`src/rtl/map_gen_pkg.sv`:
```
// map_gen_pkg: tile codes, LFSR constants and difficulty lookups shared by the map generator
package map_gen_pkg;
    localparam logic [1:0]  TILE_EMPTY = 2'b00;
    localparam logic [1:0]  TILE_BLOCK = 2'b01;
    localparam logic [1:0]  TILE_TALL  = 2'b10;
    localparam logic [15:0] LFSR_MASK  = 16'hB400;
    localparam logic [15:0] LFSR_SEED  = 16'hACE1;

    function automatic logic [7:0] thresh(input logic [1:0] d);
        return d == 2'd0 ? 8'd32 : d == 2'd1 ? 8'd64 : d == 2'd2 ? 8'd96 : 8'd128;
    endfunction

    function automatic logic [1:0] gap_len(input logic [1:0] d);
        return d == 2'd0 ? 2'd3 : d == 2'd3 ? 2'd1 : 2'd2;
    endfunction
endpackage

```
`src/rtl/lfsr16.sv`:
```
// lfsr16: 16-bit right-shifting Galois LFSR with loadable seed that never locks up at zero
module lfsr16
    import map_gen_pkg::*;
(
    input  logic        clk,
    input  logic        rst,
    input  logic        load,
    input  logic [15:0] load_val,
    input  logic        step,
    output logic [15:0] q
);
    always_ff @(posedge clk)
        if (rst)
            q <= LFSR_SEED;
        else if (load)
            q <= load_val == 16'h0 ? LFSR_SEED : load_val;
        else if (step)
            q <= {1'b0, q[15:1]} ^ (q[0] ? LFSR_MASK : 16'h0);
endmodule

```
`src/rtl/map_generator.sv`:
```
// map_generator: scrolls an 8-tile obstacle map one tile per game tick, inserting pseudo-random tiles
module map_generator
    import map_gen_pkg::*;
(
    input  logic        CLK100MHZ,
    input  logic        reset_btn,
    input  logic        clk_div,
    input  logic        start,
    input  logic        jump_btn,
    input  logic [1:0]  difficulty,
    output logic [15:0] map
);
    logic        s1, s2, s3, advance, obstacle;
    logic [15:0] free_cnt, lfsr;
    logic [1:0]  gap_cnt, new_tile;

    assign advance  = s2 & ~s3;
    assign obstacle = gap_cnt == 2'd0 && lfsr[7:0] < thresh(difficulty);
    assign new_tile = !obstacle ? TILE_EMPTY : (difficulty[1] && lfsr[8]) ? TILE_TALL : TILE_BLOCK;

    // seed entropy comes from when the player presses jump while idle
    lfsr16 u_lfsr (
        .clk     (CLK100MHZ),
        .rst     (reset_btn),
        .load    (!start && jump_btn),
        .load_val(free_cnt ^ LFSR_SEED),
        .step    (advance && start),
        .q       (lfsr)
    );

    always_ff @(posedge CLK100MHZ)
        if (reset_btn) begin
            {s1, s2, s3} <= 3'b000;
            free_cnt     <= 16'h0;
            gap_cnt      <= 2'd0;
            map          <= 16'h0;
        end else begin
            {s1, s2, s3} <= {clk_div, s1, s2};
            free_cnt     <= free_cnt + 16'd1;
            if (!start) begin
                map     <= 16'h0;
                gap_cnt <= 2'd0;
            end else if (advance) begin
                map     <= {new_tile, map[15:2]};
                gap_cnt <= obstacle ? gap_len(difficulty) : gap_cnt != 2'd0 ? gap_cnt - 2'd1 : 2'd0;
            end
        end
endmodule

```
`config.mk`:
```
export PLATFORM = sky130hd
export DESIGN_NAME = map_generator
export DESIGN_NICKNAME = d
export VERILOG_FILES = /design/src/rtl/map_gen_pkg.sv /design/src/rtl/lfsr16.sv /design/src/rtl/map_generator.sv
export SDC_FILE = /design/constraint.sdc
export NUM_CORES = 1
export LEC_CHECK = 0
export ABC_AREA = 1
export CAP_MARGIN = 15
export CORE_UTILIZATION = 35
export DETAILED_ROUTE_END_ITERATION = 6
export GPL_TIMING_DRIVEN = 1
export PLACE_DENSITY = 0.58
export SETUP_SLACK_MARGIN = 0.05
export SYNTH_ARGS = -nofsm -noshare
export SYNTH_HDL_FRONTEND = slang
export SYNTH_HIERARCHICAL = 1
export SYNTH_SLANG_ARGS = --single-unit
```
`constraint.sdc`:
```
create_clock -name CLK100MHZ -period 4.4 [get_ports CLK100MHZ]
set_input_delay 0.44 -clock CLK100MHZ [delete_from_list [all_inputs] [get_ports CLK100MHZ]]
set_output_delay 0.44 -clock CLK100MHZ [all_outputs]
set_load 0.05 [all_outputs]
```
* Word level (Yosys, flattened, before mapping) *
Index checks and enable logic that the tools add are counted.

word-level totals
  logic and storage cells = 42
  flip-flop bits (word level) = 53
  bits in read-only memories = 0
  memory bits (writable) = 0
  output and inout port bits = 16
  memories kept = 0
  bits in latches = 0

operators by class
  multipliers = 0
  order comparisons = 1
  bitwise operators = 5
  shifts and indexed selects = 0
  div/mod/pow operators = 0
  multiplexer cells = 13
  reductions and logical operators = 11
  equal/unequal tests = 3
  add/sub/neg operators = 2

operator list
  cell                     count
  $mux W16                 4
  $mux W8                  3
  $add A16 B1 Y16 const B  1
  $logic_not A16 Y1        1
  $xor A15 B16 Y16         1
  $mux W2                  6
  $lt A8 B8 Y1             1
  $not A8 Y8               1
  $eq A2 B2 Y1 const B     2
  $logic_and A1 B1 Y1      4
  $logic_not A2 Y1         2
  $reduce_bool A2 Y1       2
  $eq A2 B1 Y1 const B     1
  $not A1 Y1               2
  $reduce_or A2 Y1         1
  $sub A2 B1 Y2 const B    1
  $and A1 B1 Y1            1
  $logic_not A1 Y1         1

* Longest topological paths before layout *
Gate-level depths: netlist (run 1).

  depth in word-level cells = 7
  mapped depth = 9

* Cells and area by module *
The synthesis (run 1) kept the hierarchy.

modules (own cells, without submodules)
  module         seq. area each (um^2)  times used  area an instance (um^2)  cells each
  map_generator  740.7                  1           1659.1                   228
  lfsr16         320.3                  1           875.8                    133

* Worst setup path before layout (run 1) *
Ideal clock, no wire load.

  path kind = input to register
  start = input port difficulty[0]
  end = register map[14]
  path slack = 2.885 ns
  buffers on the path = 0
  data required time = 4.330 ns
  cell stages on the path = 8
  library setup time = 0.070 ns
  arrival = 1.445 ns
  cell sequence = inv_1 > ha_1 > inv_1 > ha_1 > nand2_1 > o21bai_1 > nand4_1 > a21oi_1

between the ends
  cells in the longest elaborated chain, start to end = 7
  elaborated cells between the ends (all ways) = 9
  those cells by class = order compare (1); eq/ne (2); mux (4); reduce/logical (2)

ends and longest elaborated chain
  element                  RTL line             RTL
  start, declared          map_generator.sv:10  input logic [1:0] difficulty,
  $eq A2 B2 Y1             map_gen_pkg.sv:10    return d == 2'd0 ? 8'd32 : d == 2'd1 ? 8'd64 : d == 2'd2 ? 8'd96 : 8'd128;
  $mux W8 (2 in a row)     map_gen_pkg.sv:10
  $mux W8 (*)              map_gen_pkg.sv:10
  $lt A8 B8 Y1 (*)         map_generator.sv:18  assign obstacle = gap_cnt == 2'd0 && lfsr[7:0] < thresh(difficulty);
  $logic_and A1 B1 Y1 (*)  map_generator.sv:18
  $mux W2 (*)              map_generator.sv:19  assign new_tile = !obstacle ? TILE_EMPTY : (difficulty[1] && lfsr[8]) ? TILE_TALL : TILE_BLOCK;
  end signal, assigned     map_generator.sv:44  map <= {new_tile, map[15:2]};
  end, declared            map_generator.sv:11  output logic [15:0] map

Mark *: on every way between the ends. The rest lies on a longest branch, timed or not.
A chain may end at the register's enable or synchronous reset.

* Final worst setup path (run 1) *
  start = register map[15]
  end = output port map[15]

No word-level cell between the ends.

==> results of run 1 <==
## power breakdown
part           switching (mW)  internal (mW)
clock                   0.167          0.113
combinational          0.0632         0.0374
sequential             0.0129          0.497
## through the flow
stage,cell area [um2],std cells,power [mW]
2_1_floorplan,2535,361,0.5966
3_3_place_gp,2814,471,0.6200
3_5_place_dp,2814,471,0.6220
4_1_cts,2904,479,0.9020
5_1_grt,2904,479,0.9412
6_report,2904,479,0.8904
## area by class of cell
| type | instances | area (um2) | area share |
|---|---|---|---|
| clock buffer | 5 | 68.82 | 0.02370 |
| clock inverter | 3 | 21.27 | 0.007324 |
| inverter | 46 | 177.7 | 0.06118 |
| multi-input combinational | 252 | 1220 | 0.4201 |
| sequential | 53 | 1061 | 0.3654 |
| tap | 96 | 120.1 | 0.04136 |
| timing repair buffer | 24 | 235.2 | 0.08100 |
## cell families (layout without fill, tap and decap cells)
kind of cell,Yosys count,in the layout,share of synthesized area
xor gates and xnor gates,2,2,0.006911
DFF,53,53,0.4186
adders and majority gates,7,7,0.03455
and+or+nand+nor,163,163,0.2789
AOI/OAI and AO/OA,80,80,0.1609
buffers and inverters,56,78,0.1002
## registers in the layout, indices dropped and copies added (netlist names)
| signal | cells |
|---|---|
| free_cnt | 16 |
| s1 | 1 |
| u_lfsr/q | 16 |
| map | 16 |
| gap_cnt | 2 |
| s3 | 1 |
| s2 | 1 |
## cells in the final DEF, fill, tap and decap left out, types with 2 or more instances in the layout
master and instances:
sky130_fd_sc_hd__nor2_1 73, sky130_fd_sc_hd__nand2_1 60, sky130_fd_sc_hd__dfxtp_1 53, sky130_fd_sc_hd__inv_1 41, sky130_fd_sc_hd__o21ai_0 37, sky130_fd_sc_hd__a21oi_1 35, sky130_fd_sc_hd__clkdlybuf4s50_1 22, sky130_fd_sc_hd__nand3_1 8
sky130_fd_sc_hd__ha_1 7, sky130_fd_sc_hd__nand4_1 6, sky130_fd_sc_hd__nand2_2 5, sky130_fd_sc_hd__nor2_2 5, sky130_fd_sc_hd__o21ai_1 5, sky130_fd_sc_hd__clkbuf_8 5, sky130_fd_sc_hd__inv_2 4, sky130_fd_sc_hd__nand3_2 2
sky130_fd_sc_hd__nor2_4 2, sky130_fd_sc_hd__inv_6 2, sky130_fd_sc_hd__buf_4 2, sky130_fd_sc_hd__xnor2_1 2
## metal layers
| metal | vias to the layer above | share of wire |
|---|---|---|
| met5 | - | 0 |
| met3 | 4 | 0.028 |
| met2 | 22 | 0.45 |
| met1 | 1021 | 0.51 |
| li1 | 1190 | - |
| met4 | 0 | 0.0083 |
## how the worst max path moves through the flow
stage	from	endpoint	slack, ns
floorplan	difficulty[0]	map[14]	2.88
global placement	difficulty[1]	map[15]	2.25
detailed placement	difficulty[1]	map[15]	2.19
CTS	map[12]	map[12]	2.42
global route	map[15]	map[15]	2.38
finish	map[15]	map[15]	2.44
## worst min-delay path: stages (launching register included)
cell and delay, ns:
sky130_fd_sc_hd__dfxtp_1 0.31, sky130_fd_sc_hd__inv_1 0.04, sky130_fd_sc_hd__nor2_1 0.03
==> results.sh, run 1 <==
export IMPL_num_nets_final=396
export IMPL_timing_slew_headroom=0.6187
export IMPL_synth_main_ff_cell="sky130_fd_sc_hd__dfxtp_1"
export IMPL_worst_path_stages=1
export IMPL_grt_max_degree=20
export IMPL_io_pins=23
export IMPL_arrival_ns=1.52
export IMPL_yosys_top_cells_count="sky130_fd_sc_hd__nor2_1, sky130_fd_sc_hd__nand2_1, sky130_fd_sc_hd__dfxtp_1"
export IMPL_finalHoldWorstSlack_ns=0.4135
export IMPL_syn_area_per_cell_um2=7.022
export IMPL_layout_drive_gt1_share=0.07833
export IMPL_final_hold_violation_count=0
export IMPL_maxSlewViolCount=0
export IMPL_worstSetupStartpointType="register"
export IMPL_finClkSkew_ns=0.008865
export IMPL_number_of_antenna_repair_diodes=0
export IMPL_die_area_um2=7587
export IMPL_layout_core_utilization=0.4205
export IMPL_period_needed_ns=1.957
export IMPL_post_synthesis_sequential_area_ratio=0.4186
export IMPL_setup_violations=0
export IMPL_post_cts_repair_setup_buffers=0
export IMPL_cp_num_buf_inv=1
export IMPL_clock_root_buffer="sky130_fd_sc_hd__clkbuf_8"
export IMPL_crit_reg2reg_capture="u_lfsr/q[8]"
export IMPL_synth_edff_count=0
export IMPL_max_cap_violations=0
export IMPL_die_width_um=87.11
export IMPL_worst_r2r_startpoint="s2"
export IMPL_num_rows=30
export IMPL_final_fill_count=762
export IMPL_initial_core_util=0.3670
export IMPL_final_antenna_violating_net_count=0
export IMPL_grt_pass1_vias=2005
export IMPL_place_detailed_hpwl_um=3862
export IMPL_highest_net_fanout_along_the_worst_path=3
export IMPL_wl_per_cell_um=11.12
export IMPL_clock_tree_buffer_depth=2
export IMPL_worst_setup_path_type="reg -> out"
export IMPL_post_synth_top_count_cell="sky130_fd_sc_hd__nor2_1"
export IMPL_area_growth_synth_to_final_pct=14.56
export IMPL_end_kind="primary output"
export IMPL_setup_reg_to_reg_worst_slack_ns=2.85
export IMPL_critPathTopFamily="buffers and inverters"
export IMPL_antenna_found_initial=0
export IMPL_synth_fp_nets=375
export IMPL_gr_usage_met3=0.03128
export IMPL_postSynthRegisterBits=53
export IMPL_grt_overflow=0
export IMPL_drt_total_wl_um=5326
export IMPL_grt_busiest_layer="met2"
export IMPL_power_ir_vdd_worst_mv=0.1436
export IMPL_grtUsageMet2=0.2384
export IMPL_async_s_r_ff_share_synth=0
export IMPL_clk_latency_ns=0.31
export IMPL_total_leakage_power_nw=1.101
export IMPL_yosys_area_top_type_share=0.4186
export IMPL_drt_pass1_iter_count=4
export IMPL_run_status="finished clean"
export IMPL_routabilityCongestion=0.7732
export IMPL_fp_dieH_um=87.11
export IMPL_dr_total_vias=2237
export IMPL_cts_inserted_buffers=5
export IMPL_drc=0
export IMPL_syn_area_um2=2535
export IMPL_detail_route_vias_per_cell=4.670
export IMPL_synthDistinctLibCells=27
export IMPL_drt_iter0_markers=187
export IMPL_grt_setup_unrepaired="false"
export IMPL_powerDensity_nw_per_um2=306.6
export IMPL_min_from="s1"
export IMPL_cts_sink_count=53
export IMPL_postSynthCellCount=361
export IMPL_fp_coreArea_um2=6907
export IMPL_synthesis_yosys_warnings=6
export IMPL_setup_ws_ns=2.443
export IMPL_r2r_cell_count=5
export IMPL_hold_path_endpoint="s2"
export IMPL_cp_cell_sequence="clkdlybuf4s50_1"
export IMPL_met1_usage=0.2086
export IMPL_worst_setup_hold_path_clk_slew_ns=0.10
export IMPL_timing_critical_path_required_ns=3.96
export IMPL_cp_slowest_cell="sky130_fd_sc_hd__clkdlybuf4s50_1"
export IMPL_timing_worst_slew_pin_value_ns=0.5701
export IMPL_h_tree_depth=2
export IMPL_hold_path_class="reg -> reg"
export IMPL_number_of_buffer_cells_added_on_primary_ports=22
export IMPL_grt_first_pass_wirelength_um=9080
export IMPL_post_cts_hold_buffer_count=0
export IMPL_synthTopCellsByArea="sky130_fd_sc_hd__dfxtp_1, sky130_fd_sc_hd__nor2_1, sky130_fd_sc_hd__nand2_1"
export IMPL_cts_tree="built"
export IMPL_post_cts_resized=0
export IMPL_slowest_delay_ns=0.83
export IMPL_worstHoldPathCells=2
export IMPL_fin_tns_setup_ns=0
export IMPL_finalCritPeriodShare=0.4449
export IMPL_synth_largest_area_cell="sky130_fd_sc_hd__dfxtp_1"
export IMPL_fmaxAchievable_mhz=510.9
export IMPL_grt_usage=0.1501
export IMPL_detailedPlace_worstSlack_ns=2.194
No activity file was read; power rests on OpenSTA's default activity.
==> run 2, diff against run 1 <==
--- a/config.mk
+++ b/config.mk
@@ -10,7 +10,7 @@
 export CORE_UTILIZATION = 35
 export DETAILED_ROUTE_END_ITERATION = 6
 export GPL_TIMING_DRIVEN = 1
-export PLACE_DENSITY = 0.58
+export PLACE_DENSITY = 0.6
 export SETUP_SLACK_MARGIN = 0.05
 export SYNTH_ARGS = -nofsm -noshare
 export SYNTH_HDL_FRONTEND = slang
==> constraint.sdc (replaced) <==
create_clock -name CLK100MHZ -period 1.7 [get_ports CLK100MHZ]
set_input_delay 0.17 -clock CLK100MHZ [delete_from_list [all_inputs] [get_ports CLK100MHZ]]
set_output_delay 0.17 -clock CLK100MHZ [all_outputs]
set_load 0.05 [all_outputs]
==> results.sh, run 2 (synthesized netlist as in run 1, its figures left out) <==
export IMPL_fp_dieH_um=87.11
export IMPL_finalHoldWorstSlack_ns=0.3735
export IMPL_grt_usage=0.1573
export IMPL_worst_setup_hold_path_clk_slew_ns=0.10
export IMPL_clock_tree_buffer_depth=2
export IMPL_number_of_buffer_cells_added_on_primary_ports=22
export IMPL_end_kind="register"
export IMPL_antenna_found_initial=0
export IMPL_drt_total_wl_um=5372
export IMPL_dr_total_vias=2202
export IMPL_wl_per_cell_um=11.03
export IMPL_worst_r2r_startpoint="s3"
export IMPL_p_sw_frac=0.2709
export IMPL_finClkSkew_ns=0.01165
export IMPL_worst_setup_path_type="in -> reg"
export IMPL_max_cap_violations=0
export IMPL_clk_latency_ns=0.31
export IMPL_power_ir_vdd_worst_mv=0.3116
export IMPL_detail_route_vias_per_cell=4.522
export IMPL_finalCritPeriodShare=0.9149
export IMPL_clockPowerShare=0.310
export IMPL_period_needed_ns=1.555
export IMPL_total_power_mw=2.311
export IMPL_layout_drive_gt1_share=0.1049
export IMPL_setup_reg_to_reg_worst_slack_ns=0.35
export IMPL_grt_max_degree=20
export IMPL_maxSlewViolCount=0
export IMPL_fp_coreArea_um2=6907
export IMPL_power_combinational_fraction=0.119
export IMPL_commonest_cells_after_routing_fill_and_taps_aside="sky130_fd_sc_hd__nor2_1, sky130_fd_sc_hd__nand2_1, sky130_fd_sc_hd__dfxtp_1"
export IMPL_number_of_antenna_repair_diodes=0
export IMPL_run_status="finished clean"
export IMPL_drt_iter0_markers=109
export IMPL_post_cts_repair_setup_buffers=0
export IMPL_timing_slew_headroom=0.6654
export IMPL_die_width_um=87.11
export IMPL_r2r_cell_count=8
export IMPL_power_switching_mw=0.6261
export IMPL_routabilityCongestion=0.8218
export IMPL_highest_net_fanout_along_the_worst_path=4
export IMPL_h_tree_depth=2
export IMPL_hold_path_endpoint="s1"
export IMPL_most_common_library_cell_in_the_layout_ignoring_fill_and_taps="sky130_fd_sc_hd__nor2_1"
export IMPL_cts_inserted_buffers=5
export IMPL_io_pins=23
export IMPL_grt_setup_unrepaired="true"
export IMPL_die_area_um2=7587
export IMPL_total_leakage_power_nw=1.229
export IMPL_num_nets_final=404
export IMPL_fmaxAchievable_mhz=643.0
export IMPL_timing_worst_slew_pin_value_ns=0.5011
export IMPL_worstSetupStartpointType="primary input"
export IMPL_final_antenna_violating_net_count=0
export IMPL_setup_violations=0
export IMPL_area_growth_synth_to_final_pct=16.53
export IMPL_detailedPlace_worstSlack_ns=-0.2119
export IMPL_clock_root_buffer="sky130_fd_sc_hd__clkbuf_8"
export IMPL_grt_first_pass_wirelength_um=9294
export IMPL_crit_reg2reg_capture="u_lfsr/q[14]"
export IMPL_largestRegisters="free_cnt (16), map (16), u_lfsr/q (16)"
export IMPL_seqPwrFrac=0.571
export IMPL_drc=0
export IMPL_post_cts_hold_buffer_count=0
export IMPL_hold_path_class="in -> reg"
export IMPL_power_internal_mw=1.685
export IMPL_initial_core_util=0.3670
export IMPL_min_from="clk_div"
export IMPL_setup_ws_ns=0.1447
export IMPL_cell_count_final_fillers_out=487
export IMPL_drt_pass1_iter_count=4
export IMPL_powerDensity_nw_per_um2=782.3
export IMPL_cts_sink_count=53
export IMPL_worstHoldPathCells=3
export IMPL_num_rows=30
export IMPL_place_detailed_hpwl_um=3910
export IMPL_final_hold_violation_count=0
export IMPL_grt_overflow=0
export IMPL_timing_critical_path_required_ns=1.91
export IMPL_arrival_ns=1.77
export IMPL_cts_tree="built"
export IMPL_grt_pass1_vias=2013
export IMPL_placed_cell_count=479
-- run 2: changes by cell type in the layout (fill, tap and decap cells not counted), sizes merged --
| cell | before | now |
|---|---|---|
| clkbuf | 5 | 6 |
| dlygate4sd2 | 0 | 12 |
| buf | 2 | 12 |
| clkinvlp | 1 | 2 |
| inv | 47 | 46 |
| dlymetal6s2s | 0 | 2 |
| clkinv | 1 | 0 |
| clkdlybuf4s50 | 22 | 6 |
-- run 2: layer usage --
metal | up-vias | GRT usage | share of wire
li1 | 1203 | - | -
met1 | 965 | 0.2148 | 0.52
met2 | 24 | 0.2484 | 0.43
met3 | 10 | 0.02559 | 0.020
met4 | 0 | 0.06259 | 0.023
met5 | - | 0 | 0
-- run 2: worst max-delay path by stage --
stage	from	to	cells after the start
after detailed placement	difficulty[0]	gap_cnt[0]	9
final	difficulty[0]	gap_cnt[1]	9
after global placement	difficulty[0]	gap_cnt[1]	9
after global routing	difficulty[0]	gap_cnt[1]	9
after CTS	map[0]	map[0]	1
after floorplan	s2	u_lfsr/q[0]	7
-- run 2: power by group through the flow --
stage | Sequential, mW | Combinational, mW | Clock (mW)
finish | 1.32 | 0.276 | 0.716
global route | 1.33 | 0.315 | 0.798
CTS | 1.32 | 0.274 | 0.751
detailed placement | 1.35 | 0.276 | 0
global placement | 1.35 | 0.272 | 0
floorplan | 1.37 | 0.178 | 0
-- run 2: repair_timing --
action / 4_1_cts / 5_1_grt
setup endpoints to repair: 12 / 6
gates resized for setup: 12 / 4
pin swaps: 0 / 1
-- run 2: metrics by stage --
stage | utilization | cell area [um2] | TNS [ns]
finish | 0.4277 | 2954 | 0
global route | 0.4277 | 2954 | 0
CTS | 0.4259 | 2942 | 0
detailed placement | 0.4154 | 2869 | -0.8241
global placement | 0.4154 | 2869 | -0.5488
floorplan | - | 2535 | 0
-- run 2: layout make-up --
| class | instances | area [um2] |
|---|---|---|
| clock buffer | 6 | 72.57 |
| multi-input combinational | 252 | 1227 |
| fill | 739 | 3953 |
| tap | 96 | 120.1 |
| timing repair buffer | 32 | 280.3 |
| clock inverter | 2 | 15.01 |
| sequential | 53 | 1061 |
| inverter | 46 | 177.7 |
-- run 2: critical path, stage by stage --
cell	delay, ns
sky130_fd_sc_hd__clkdlybuf4s50_1	0.50
sky130_fd_sc_hd__inv_1	0.07
sky130_fd_sc_hd__ha_1	0.28
sky130_fd_sc_hd__inv_1	0.05
sky130_fd_sc_hd__ha_1	0.27
sky130_fd_sc_hd__nand2_1	0.05
sky130_fd_sc_hd__o21bai_2	0.20
sky130_fd_sc_hd__nand4_1	0.10
sky130_fd_sc_hd__a21oi_1	0.06
==> run 3, diff against run 2 <==
--- a/config.mk
+++ b/config.mk
@@ -8,6 +8,7 @@
 export ABC_AREA = 1
 export CAP_MARGIN = 15
 export CORE_UTILIZATION = 35
+export CTS_CLUSTER_DIAMETER = 60
 export DETAILED_ROUTE_END_ITERATION = 6
 export GPL_TIMING_DRIVEN = 1
 export PLACE_DENSITY = 0.6
==> results of run 3 <==
Final layout, timing and power as in run 2 (identical DEF).
